`src/rtl/uart_pkg.sv`:
```
// Shared UART definitions: default line parameters and the one-hot serializer states
// used by both the transmitter and the receiver.
package uart_pkg;

  localparam int unsigned UART_DATA_WIDTH = 8;
  localparam int unsigned UART_BAUD_COUNT = 868;

  typedef enum logic [4:0] {
    TX_IDLE  = 5'b00001,
    TX_START = 5'b00010,
    TX_DATA  = 5'b00100,
    TX_STOP  = 5'b01000,
    TX_DONE  = 5'b10000
  } tx_state_e;

  // Counter width for a modulus of n; never narrower than one bit.
  function automatic int unsigned cnt_width(input int unsigned n);
    return (n > 1) ? $clog2(n) : 1;
  endfunction

endpackage

```
`src/rtl/uart_tx_if.sv`:
```
// Write-side bus of the transmitter: character, write strobe and FIFO status.
interface uart_tx_if #(
  parameter int unsigned DATA_WIDTH = 8
);

  logic [DATA_WIDTH-1:0] DATA;
  logic                  WR;
  logic                  FULL;
  logic                  EMPTY;

  modport master (
    output DATA,
    output WR,
    input  FULL,
    input  EMPTY
  );

  modport slave (
    input  DATA,
    input  WR,
    output FULL,
    output EMPTY
  );

endinterface

```
`src/rtl/uart_tx_fifo.sv`:
```
// Transmit FIFO: power-of-two depth, registered FULL/EMPTY, head word read
// combinationally so the serializer can capture it on the pop edge.
module uart_tx_fifo #(
  parameter int unsigned DATA_WIDTH = 8,
  parameter int unsigned FIFO_DEPTH = 16
) (
  input  logic                  clk_i,
  input  logic                  rst_i,
  input  logic                  push_i,
  input  logic [DATA_WIDTH-1:0] wdata_i,
  input  logic                  pop_i,
  output logic [DATA_WIDTH-1:0] rd_data_c_o,
  output logic                  full_o,
  output logic                  empty_o
);

  localparam int unsigned PTR_W = $clog2(FIFO_DEPTH);
  localparam int unsigned CNT_W = PTR_W + 1;

  logic [DATA_WIDTH-1:0] mem_q [FIFO_DEPTH];
  logic [PTR_W-1:0]      wr_ptr_q, wr_ptr_d;
  logic [PTR_W-1:0]      rd_ptr_q, rd_ptr_d;
  logic [CNT_W-1:0]      count_q, count_d;
  logic                  full_q, full_d;
  logic                  empty_q, empty_d;
  logic                  push_ok_c;
  logic                  pop_ok_c;

  // Writes while full and pops while empty are ignored outright.
  assign push_ok_c = push_i && !full_q;
  assign pop_ok_c  = pop_i && !empty_q;

  always_comb begin
    wr_ptr_d = wr_ptr_q;
    rd_ptr_d = rd_ptr_q;
    count_d  = count_q;
    if (push_ok_c) wr_ptr_d = wr_ptr_q + PTR_W'(1);
    if (pop_ok_c)  rd_ptr_d = rd_ptr_q + PTR_W'(1);
    case ({push_ok_c, pop_ok_c})
      2'b10:   count_d = count_q + CNT_W'(1);
      2'b01:   count_d = count_q - CNT_W'(1);
      default: count_d = count_q;
    endcase
    full_d  = (count_d == CNT_W'(FIFO_DEPTH));
    empty_d = (count_d == CNT_W'(0));
  end

  always_ff @(posedge clk_i or posedge rst_i) begin
    if (rst_i) begin
      wr_ptr_q <= '0;
      rd_ptr_q <= '0;
      count_q  <= '0;
      full_q   <= 1'b0;
      empty_q  <= 1'b1;
    end else begin
      wr_ptr_q <= wr_ptr_d;
      rd_ptr_q <= rd_ptr_d;
      count_q  <= count_d;
      full_q   <= full_d;
      empty_q  <= empty_d;
    end
  end

  // Storage needs no reset: only entries between the pointers are ever read.
  always_ff @(posedge clk_i) begin
    if (push_ok_c) mem_q[wr_ptr_q] <= wdata_i;
  end

  assign rd_data_c_o = mem_q[rd_ptr_q];
  assign full_o      = full_q;
  assign empty_o     = empty_q;

endmodule

```
`src/rtl/uart_tx.sv`:
```
// UART transmitter: FIFO-buffered 8N1-style serializer (start, DATA_WIDTH bits
// LSB first, one stop bit) with a global enable that freezes a frame in place.
module uart_tx
  import uart_pkg::*;
#(
  parameter int unsigned DATA_WIDTH = UART_DATA_WIDTH,
  parameter int unsigned BAUD_COUNT = UART_BAUD_COUNT,
  parameter int unsigned FIFO_DEPTH = 16
) (
  input  logic     CLK100MHZ,
  input  logic     RESET,
  input  logic     TXEN,
  uart_tx_if.slave wr_bus,
  output logic     TXD,
  output logic     BUSY,
  output logic     DONE
);

  localparam int unsigned CNT_W = cnt_width(BAUD_COUNT);
  localparam int unsigned IDX_W = $clog2(DATA_WIDTH) + 1;

  tx_state_e             state_q, state_d;
  logic [CNT_W-1:0]      cnt_q, cnt_d;
  logic [IDX_W-1:0]      idx_q, idx_d;
  logic [DATA_WIDTH-1:0] shift_q, shift_d;
  logic                  txd_q, txd_d;
  logic                  busy_q, busy_d;
  logic                  done_q, done_d;
  logic                  pop_c;
  logic                  cnt_last_c;
  logic [DATA_WIDTH-1:0] fifo_head_c;

  uart_tx_fifo #(
    .DATA_WIDTH (DATA_WIDTH),
    .FIFO_DEPTH (FIFO_DEPTH)
  ) u_fifo (
    .clk_i       (CLK100MHZ),
    .rst_i       (RESET),
    .push_i      (wr_bus.WR),
    .wdata_i     (wr_bus.DATA),
    .pop_i       (pop_c),
    .rd_data_c_o (fifo_head_c),
    .full_o      (wr_bus.FULL),
    .empty_o     (wr_bus.EMPTY)
  );

  assign cnt_last_c = (cnt_q == CNT_W'(BAUD_COUNT - 1));

  // Next-state logic; every state except TX_DONE holds while TXEN is low.
  always_comb begin
    state_d = state_q;
    cnt_d   = cnt_q;
    idx_d   = idx_q;
    shift_d = shift_q;
    pop_c   = 1'b0;

    case (state_q)
      TX_IDLE: begin
        if (TXEN && !wr_bus.EMPTY) begin
          pop_c   = 1'b1;
          shift_d = fifo_head_c;
          cnt_d   = '0;
          idx_d   = '0;
          state_d = TX_START;
        end
      end
      TX_START: begin
        if (TXEN) begin
          if (cnt_last_c) begin
            cnt_d   = '0;
            state_d = TX_DATA;
          end else begin
            cnt_d = cnt_q + CNT_W'(1);
          end
        end
      end
      TX_DATA: begin
        if (TXEN) begin
          if (cnt_last_c) begin
            cnt_d = '0;
            if (idx_q == IDX_W'(DATA_WIDTH - 1)) begin
              state_d = TX_STOP;
            end else begin
              idx_d   = idx_q + IDX_W'(1);
              shift_d = shift_q >> 1;
            end
          end else begin
            cnt_d = cnt_q + CNT_W'(1);
          end
        end
      end
      TX_STOP: begin
        if (TXEN) begin
          if (cnt_last_c) begin
            cnt_d   = '0;
            state_d = TX_DONE;
          end else begin
            cnt_d = cnt_q + CNT_W'(1);
          end
        end
      end
      // The frame is already complete here, so TX_DONE always retires to
      // keep DONE a single-cycle pulse; TX_IDLE then withholds the next pop.
      TX_DONE: begin
        state_d = TX_IDLE;
      end
      default: begin
        state_d = TX_IDLE;
      end
    endcase

    // Line level and status follow the next state so they register in step with it.
    case (state_d)
      TX_START: txd_d = 1'b0;
      TX_DATA:  txd_d = shift_d[0];
      default:  txd_d = 1'b1;
    endcase
    busy_d = (state_d != TX_IDLE);
    done_d = (state_d == TX_DONE);
  end

  always_ff @(posedge CLK100MHZ or posedge RESET) begin
    if (RESET) begin
      state_q <= TX_IDLE;
      cnt_q   <= '0;
      idx_q   <= '0;
      shift_q <= '0;
      txd_q   <= 1'b1;
      busy_q  <= 1'b0;
      done_q  <= 1'b0;
    end else begin
      state_q <= state_d;
      cnt_q   <= cnt_d;
      idx_q   <= idx_d;
      shift_q <= shift_d;
      txd_q   <= txd_d;
      busy_q  <= busy_d;
      done_q  <= done_d;
    end
  end

  assign TXD  = txd_q;
  assign BUSY = busy_q;
  assign DONE = done_q;

endmodule

```
`src/flat_wrapper.sv`:
```
// flat-port wrapper written by rule: the top's interface ports become plain ports
module uart_tx_flat import uart_pkg::*;
#(
  parameter int unsigned DATA_WIDTH = UART_DATA_WIDTH,
  parameter int unsigned BAUD_COUNT = UART_BAUD_COUNT,
  parameter int unsigned FIFO_DEPTH = 16
)
  (CLK100MHZ, RESET, TXEN, TXD, BUSY, DONE, wr_bus_DATA, wr_bus_WR, wr_bus_FULL, wr_bus_EMPTY);
  uart_tx_if #(.DATA_WIDTH(DATA_WIDTH)) wr_bus_i ();
  input  logic CLK100MHZ;
  input  logic RESET;
  input  logic TXEN;
  output logic TXD;
  output logic BUSY;
  output logic DONE;
  input wire logic [$bits(wr_bus_i.DATA)-1:0] wr_bus_DATA;
  input wire logic [$bits(wr_bus_i.WR)-1:0] wr_bus_WR;
  output wire logic [$bits(wr_bus_i.FULL)-1:0] wr_bus_FULL;
  output wire logic [$bits(wr_bus_i.EMPTY)-1:0] wr_bus_EMPTY;
  assign wr_bus_i.DATA = wr_bus_DATA;
  assign wr_bus_i.WR = wr_bus_WR;
  assign wr_bus_FULL = wr_bus_i.FULL;
  assign wr_bus_EMPTY = wr_bus_i.EMPTY;
  uart_tx #(.DATA_WIDTH(DATA_WIDTH), .BAUD_COUNT(BAUD_COUNT), .FIFO_DEPTH(FIFO_DEPTH)) u_core (.CLK100MHZ(CLK100MHZ), .RESET(RESET), .TXEN(TXEN), .wr_bus(wr_bus_i), .TXD(TXD), .BUSY(BUSY), .DONE(DONE));
endmodule
```
`config.mk`:
```
export PLATFORM = sky130hd
export DESIGN_NAME = uart_tx_flat
export DESIGN_NICKNAME = d
export VERILOG_FILES = /design/src/rtl/uart_pkg.sv /design/src/rtl/uart_tx_if.sv /design/src/rtl/uart_tx_fifo.sv /design/src/rtl/uart_tx.sv /design/src/flat_wrapper.sv
export SDC_FILE = /design/constraint.sdc
export NUM_CORES = 1
export LEC_CHECK = 0
export ABC_AREA = 0
export CELL_PAD_IN_SITES_DETAIL_PLACEMENT = 1
export CELL_PAD_IN_SITES_GLOBAL_PLACEMENT = 1
export CORE_ASPECT_RATIO = 1.1
export CORE_UTILIZATION = 45
export DETAILED_ROUTE_END_ITERATION = 7
export PLACE_DENSITY_LB_ADDON = 0.1
export SKIP_LAST_GASP = 1
export SYNTH_ARGS = -nofsm -noshare
export SYNTH_HDL_FRONTEND = slang
export SYNTH_SLANG_ARGS = --single-unit
export TNS_END_PERCENT = 10
```
`constraint.sdc`:
```
create_clock -name CLK100MHZ -period 6.8 [get_ports CLK100MHZ]
set_clock_uncertainty 0.05 [all_clocks]
set_input_delay 1.36 -clock CLK100MHZ [delete_from_list [all_inputs] [get_ports CLK100MHZ]]
set_output_delay 1.36 -clock CLK100MHZ [all_outputs]
set_load 0.05 [all_outputs]
```
# [Yosys cells after proc, flatten, opt, wreduce, memory -nomap -nowiden]
# Memories as Yosys holds them, arrays and structs flattened.
# Cells that the tools add are included.
[classes] eq_ne=18 n_addsub=6 muxes=29 n_reduce_logical=11
[ops] op="$mux W5" count=8
[ops] op="$mux W8" count=4
[ops] op="$mux W10" count=3
[ops] op="$pmux W10 S2" count=1
[ops] op="$pmux W5 S4" count=1
[ops] op="$mux W4" count=4
[ops] op="$pmux W8 S2" count=1
[ops] op="$add A4 B1 Y4 const B" count=3
[ops] op="$add A10 B1 Y10 const B" count=1
[ops] op="$eq A10 B10 Y1 const B" count=1
[ops] op="$eq A5 B2 Y1 const B" count=2
[ops] op="$eq A5 B3 Y1 const B" count=2
[ops] op="$eq A5 B5 Y1 const B" count=2
[ops] op="$pmux W5 S2" count=1
[ops] op="$pmux W4 S2" count=1
[ops] op="$ne A2 B1 Y1 const B" count=3
[ops] op="$add A5 B1 Y5 const B" count=1
[ops] op="$eq A5 B1 Y1 const B" count=1
[ops] op="$eq A5 B4 Y1 const B" count=1
[ops] op="$logic_not A5 Y1" count=1
[ops] op="$ne A5 B1 Y1 const B" count=1
[ops] op="$reduce_and A5 Y1" count=1
[ops] op="$sub A5 B1 Y5 const B" count=1
[ops] op="$eq A4 B3 Y1 const B" count=1
[ops] op="other kinds (10)" count=18
[totals] mem_bits_rw=128 reg_bits=45 n_memories=1 inputBits=12
[mem_list] name="u_core.u_fifo.mem_q" words=16 word_bits=8 rd=1 rd_ports_with_merged_regs=0 wr=1 line_no="uart_tx_fifo.sv:20" text="logic [DATA_WIDTH-1:0] mem_q [FIFO_DEPTH];"

# [Logic depth before layout (Yosys ltp)]
[depth] ltp_word=8 mapped_depth=12 mapped_depth_nobuf=10

# [Hierarchy]
# Synthesis repeated with hierarchy kept, for this count alone.
[unflattened] cells_unflattened=450 hier_area_um2=7350.8
[by_module_without_submodules] module="uart_tx_fifo" cells_per_inst=281 area_per_inst_um2=5775.5 instances=1
[by_module_without_submodules] module="uart_tx" cells_per_inst=169 area_per_inst_um2=1575.3 instances=1

# [Least setup slack after synthesis]
# OpenSTA, ideal clock, no wires.
[synth_path] kind="input -> register" start="in wr_bus_WR" end="reg u_core.u_fifo.full_q (netlist: u_core.u_fifo.full_o)" n_path_buf=2 cell_stages=11 path_slack_ns=3.265 required_time_ns=6.630 arrival_time_ns=3.365 cell_sequence="nor2b_4 -> buf_6 -> or4b_1 -> buf_2 -> xnor2_1 -> ha_1 -> a21oi_1 -> nor2b_1 -> mux2_4 -> xnor2_2 -> and4_1"
[synth_between] elab_chain_len=4
[synth_lines] element="from (decl)" line_no="flat_wrapper.sv:17" text="input wire logic [$bits(wr_bus_i.WR)-1:0] wr_bus_WR;"
[synth_lines] element="$logic_and A1 B1 Y1 (*)" line_no="uart_tx_fifo.sv:30" text="assign push_ok_c = push_i && !full_q;"
[synth_lines] element="$eq A2 B1 Y1 or $eq A2 B2 Y1 (tied branches)" line_no="uart_tx_fifo.sv:39" text="case ({push_ok_c, pop_ok_c})"
[synth_lines] element="$pmux W5 S2 (*)" line_no="uart_tx_fifo.sv:39"
[synth_lines] element="$eq A5 B5 Y1 (*)" line_no="uart_tx_fifo.sv:44" text="full_d = (count_d == CNT_W'(FIFO_DEPTH));"
[synth_lines] element="named net u_core.u_fifo.full_d" line_no="uart_tx_fifo.sv:24" text="logic full_q, full_d;"
[synth_lines] element="to (signal assigned)" line_no="uart_tx_fifo.sv:59" text="full_q <= full_d;"
[synth_lines] element="to (decl)" line_no="uart_tx_fifo.sv:24"
# Mark *: on every way through the listed nets, which the timed path passes. The rest lies on a longest branch.
# A chain may end at the register's enable or synchronous reset.

# [Worst setup path in the final report]
[layout_path] start="in TXEN" end="reg u_core.u_fifo.full_q (netlist: u_core.u_fifo.full_o)"
[layout_between] elab_chain_len=7
[layout_lines] element="from (decl)" line_no="flat_wrapper.sv:12" text="input logic TXEN;"
[layout_lines] element="$logic_and A1 B1 Y1 (*)" line_no="uart_tx.sv:59" text="if (TXEN && !wr_bus.EMPTY) begin"
[layout_lines] element="$mux W1 (*)" line_no="uart_tx.sv:59"
[layout_lines] element="$mux W1 (*)" line_no="uart_tx.sv:57" text="case (state_q)"
[layout_lines] element="$logic_and A1 B1 Y1 (*)" line_no="uart_tx_fifo.sv:31" text="assign pop_ok_c = pop_i && !empty_q;"
[layout_lines] element="$eq A2 B1 Y1 or $eq A2 B2 Y1 (tied branches)" line_no="uart_tx_fifo.sv:39"
[layout_lines] element="$pmux W5 S2 (*)" line_no="uart_tx_fifo.sv:39"
[layout_lines] element="named net u_core.u_fifo.count_d[4]" line_no="uart_tx_fifo.sv:23" text="logic [CNT_W-1:0] count_q, count_d;"
[layout_lines] element="$eq A5 B5 Y1 (*)" line_no="uart_tx_fifo.sv:44"
[layout_lines] element="named net u_core.u_fifo.full_d" line_no="uart_tx_fifo.sv:24"
# Marked as above.

==> metrics <==
number of library cell types mapped by synthesis 54; sequential cell area approximately 5000 sq um; result of the run completed; worst-case setup margin in the final layout 2.88 ns; kind of end point of the critical path flop; category of the most critical setup path in2reg; data arrival time of the critical path 4.22 ns; clock slew at reported path FFs 0.07 ns; final weighted congestion in routability-driven placement roughly 0.74; worst hold start u_core.cnt_q[6]; destination of the worst register-to-register timing path u_core.u_fifo.full_o; core area between 15000 and 20000 sq um; number of placement rows 48; total negative setup slack 0 ns; Setup WS pre-CTS 2.36 ns; peak fanout along the critical path 9; GRT Resource Usage Total 0.201; total clock buffers created by CTS 17; part of the Yosys area used for sequential elements 0.687; Die Wd 123 um; Yosys Warn Count 0; final instance count without filler cells 682; required time of the critical path 7.10 ns; first drt pass iteration count 6; Slew Viols, Final 0; peak supply drop 0.215 mV; area of the multi-input gates 2120 sq um; via count 3815; relative max-transition margin 0.221; Hold Vio Cnt, Final 0; unrepaired setup endpoints after global routing no; number of hold buffers added after cts 0; share of final-layout standard cells stronger than drive strength 1 0.178; area overhead of the layout relative to synthesis 12.7%; number of setup buffers added after CTS 0; net count after synthesis 472; logic depth of the worst register-to-register path 10; cell at the root of the clock tree clkbuf_16; Max clock buf depth 2; routed via count divided by cell count 5.59; Initial Utilization 0.460; I/O pin count 17; first-pass GRT wire length 23500 um; total of cells resized after clock tree synthesis 0; number of enable flip-flop cells after synthesis between 100 and 150; Cell Area, Synth 7240 sq um; Port-buffer cells 16; number of maximum-capacitance violations 0; post-synthesis instance total 451; clock tree from TritonCTS built; area enclosed by the die boundary between 15000 and 20000 sq um; number of clock sinks 173; initial antenna violation count 0; total inserted antenna cells 0; hold worst-path end u_core.cnt_q[6]; Clock Latency Late Sink 0.43 ns; post-route clock period utilization 0.576; Die Ht 135 um; Remaining Overflow, GRT 0; Critical Path Source Type primary input; number of nets still failing antenna checks after routing 0; DPL Wire Length 9290 um; most used flip-flop cell after synthesis edfxtp_1; largest net degree at the start of global routing 46; total wire length 14900 um; total number of H-tree levels 4; total leakage power 2.85 nW; R2R Path Start u_core.state_q[0]; number of violations reported at the end of detailed-routing iteration 0 230; ratio of total power to cell area 409 nW/um^2; final layout net count 490; async set or reset register ratio after synthesis 0.260; maximum achievable frequency around 260 MHz; wire per inst 21.9 um; number of placed instances with taps included 650; synthesis-stage register bit count about 170; Worst-Margin Slew 1.17 ns; Syn Area/Cell 16.1 sq um; DRC violations left 0; vias in the first global route 4073; worst min-delay path class reg2reg; crit path time final 3.92 ns; count of endpoints failing setup in the final report 0; number of cells on the worst hold path 1; Filler Cell Count 1482; reg-to-reg setup timing slack a little under 4 ns
[synth_stat cells (all sizes together) (2+ instances only)]
library cell | count | share of area
edfxtp | 128 | 0.53
dfrtp | 42 | 0.15
and3 | 4 | 0.0035
a21oi | 10 | 0.0069
nor4 | 3 | 0.0026
inv | 10 | 0.0052
mux4 | 35 | 0.11
nand4 | 7 | 0.0060
o21ai | 17 | 0.012
nor3 | 5 | 0.0035
nor2b | 6 | 0.0062
buf | 12 | 0.0095
xor2 | 5 | 0.0060
nand3 | 9 | 0.0062
o31ai | 3 | 0.0031
mux2i | 9 | 0.012
or3 | 2 | 0.0017
nor2 | 28 | 0.015
xnor2 | 9 | 0.012
clkbuf | 11 | 0.0057
nand2 | 40 | 0.021
a22oi | 6 | 0.0062
dfstp | 3 | 0.011
nand2b | 4 | 0.0035
mux2 | 6 | 0.0098
nor3b | 5 | 0.0052
nand3b | 3 | 0.0031
a2111oi | 2 | 0.0026
ha | 9 | 0.016
[registers in the layout (all words and copies together), names as in the netlist]
register,cells
u_core.BUSY,1
u_core.u_fifo.count_q,5
u_core.DONE,1
u_core.state_q,5
u_core.cnt_q,10
u_core.u_fifo.rd_ptr_q,4
u_core.TXD,1
u_core.idx_q,4
u_core.u_fifo.full_o,1
u_core.shift_q,8
u_core.u_fifo.mem_q,128
u_core.u_fifo.empty_o,1
u_core.u_fifo.wr_ptr_q,4
[kinds of logic after synthesis]
family / Yosys count / share of synthesized area
buf+inv: 34 / 0.0209
xor+xnor: 14 / 0.0180
compound gates: 47 / 0.0413
simple gates: 124 / 0.0865
flops: 173 / 0.687
fa+ha+maj: 9 / 0.0155
mux: 50 / 0.131
[final cells by class]
class | count | area share
Clock inverter | 14 | 0.0178
Clock buffer | 18 | 0.0526
Sequential cell | 173 | 0.609
Multi-Input combinational cell | 244 | 0.259
Inverter | 11 | 0.00506
Tap cell | 200 | 0.0306
Timing Repair Buffer | 22 | 0.0251
[routing by layer]
layer  part of all wire  global-route usage  up-vias
met5                  0                   0        -
met4              0.011              0.0725        0
met3              0.038              0.0405       13
met2               0.52               0.331       58
met1               0.43               0.263     1976
li1                   -                   -     1768
[worst max-delay path, cell delays in order]
cell and delay, ns:
clkdlybuf4s50_1 0.65, nand4bb_1 0.20, or4b_1 0.65, xnor2_1 0.22, ha_1 0.24, nand4b_1 0.11, a21oi_1 0.18, nand2_1 0.08
o211ai_2 0.07, xor2_1 0.24, and4_1 0.23
[worst max-delay path by stage]
stage / from / end / slack [ns]
after detailed placement: TXEN / u_core.u_fifo.full_o / 2.36
final: TXEN / u_core.u_fifo.full_o / 2.88
after global placement: TXEN / u_core.u_fifo.full_o / 2.55
after floorplan: wr_bus_WR / u_core.u_fifo.full_o / 3.27
after CTS: TXEN / u_core.u_fifo.full_o / 2.81
after global routing: TXEN / u_core.u_fifo.full_o / 2.67
[stage by stage]
step | utilization | cell area, sq um | hold slack [ns] | power [mW]
6_report | 0.519 | 8170 | 0.433 | 3.34
5_1_grt | 0.519 | 8170 | 0.456 | 3.52
4_1_cts | 0.519 | 8170 | 0.434 | 3.39
3_5_place_dp | 0.482 | 7590 | 0.417 | 2.44
3_3_place_gp | 0.482 | 7590 | 0.412 | 2.42
2_1_floorplan | - | 7240 | 0.388 | 2.16
[cells in the final DEF, fill, tap and decap left out, drive strengths merged, types with 6 or more instances in the layout]
| cell type | netlist | final |
|---|---|---|
| clkdlybuf4s50 | 0 | 16 |
| nand2 | 40 | 40 |
| xnor2 | 9 | 9 |
| mux2 | 6 | 6 |
| ha | 9 | 9 |
| clkbuf | 11 | 18 |
| a21oi | 10 | 10 |
| a22oi | 6 | 6 |
| nand4 | 7 | 7 |
| nand3 | 9 | 9 |
| mux4 | 35 | 35 |
| mux2i | 9 | 9 |
| o21ai | 17 | 17 |
| edfxtp | 128 | 128 |
| dfrtp | 42 | 42 |
| nor2 | 28 | 28 |
| buf | 12 | 6 |
| nor2b | 6 | 6 |
| clkinvlp | 0 | 6 |
| inv | 10 | 12 |
[report_power, final]
part / internal [mW] / switching (mW) / total (mW) / leakage (nW)
sequential: 1.31 / 0.184 / 1.49 / 1.73
clock: 0.540 / 0.407 / 0.948 / 0.262
combinational: 0.441 / 0.460 / 0.901 / 0.857
(Power assumes the default switching activity.)
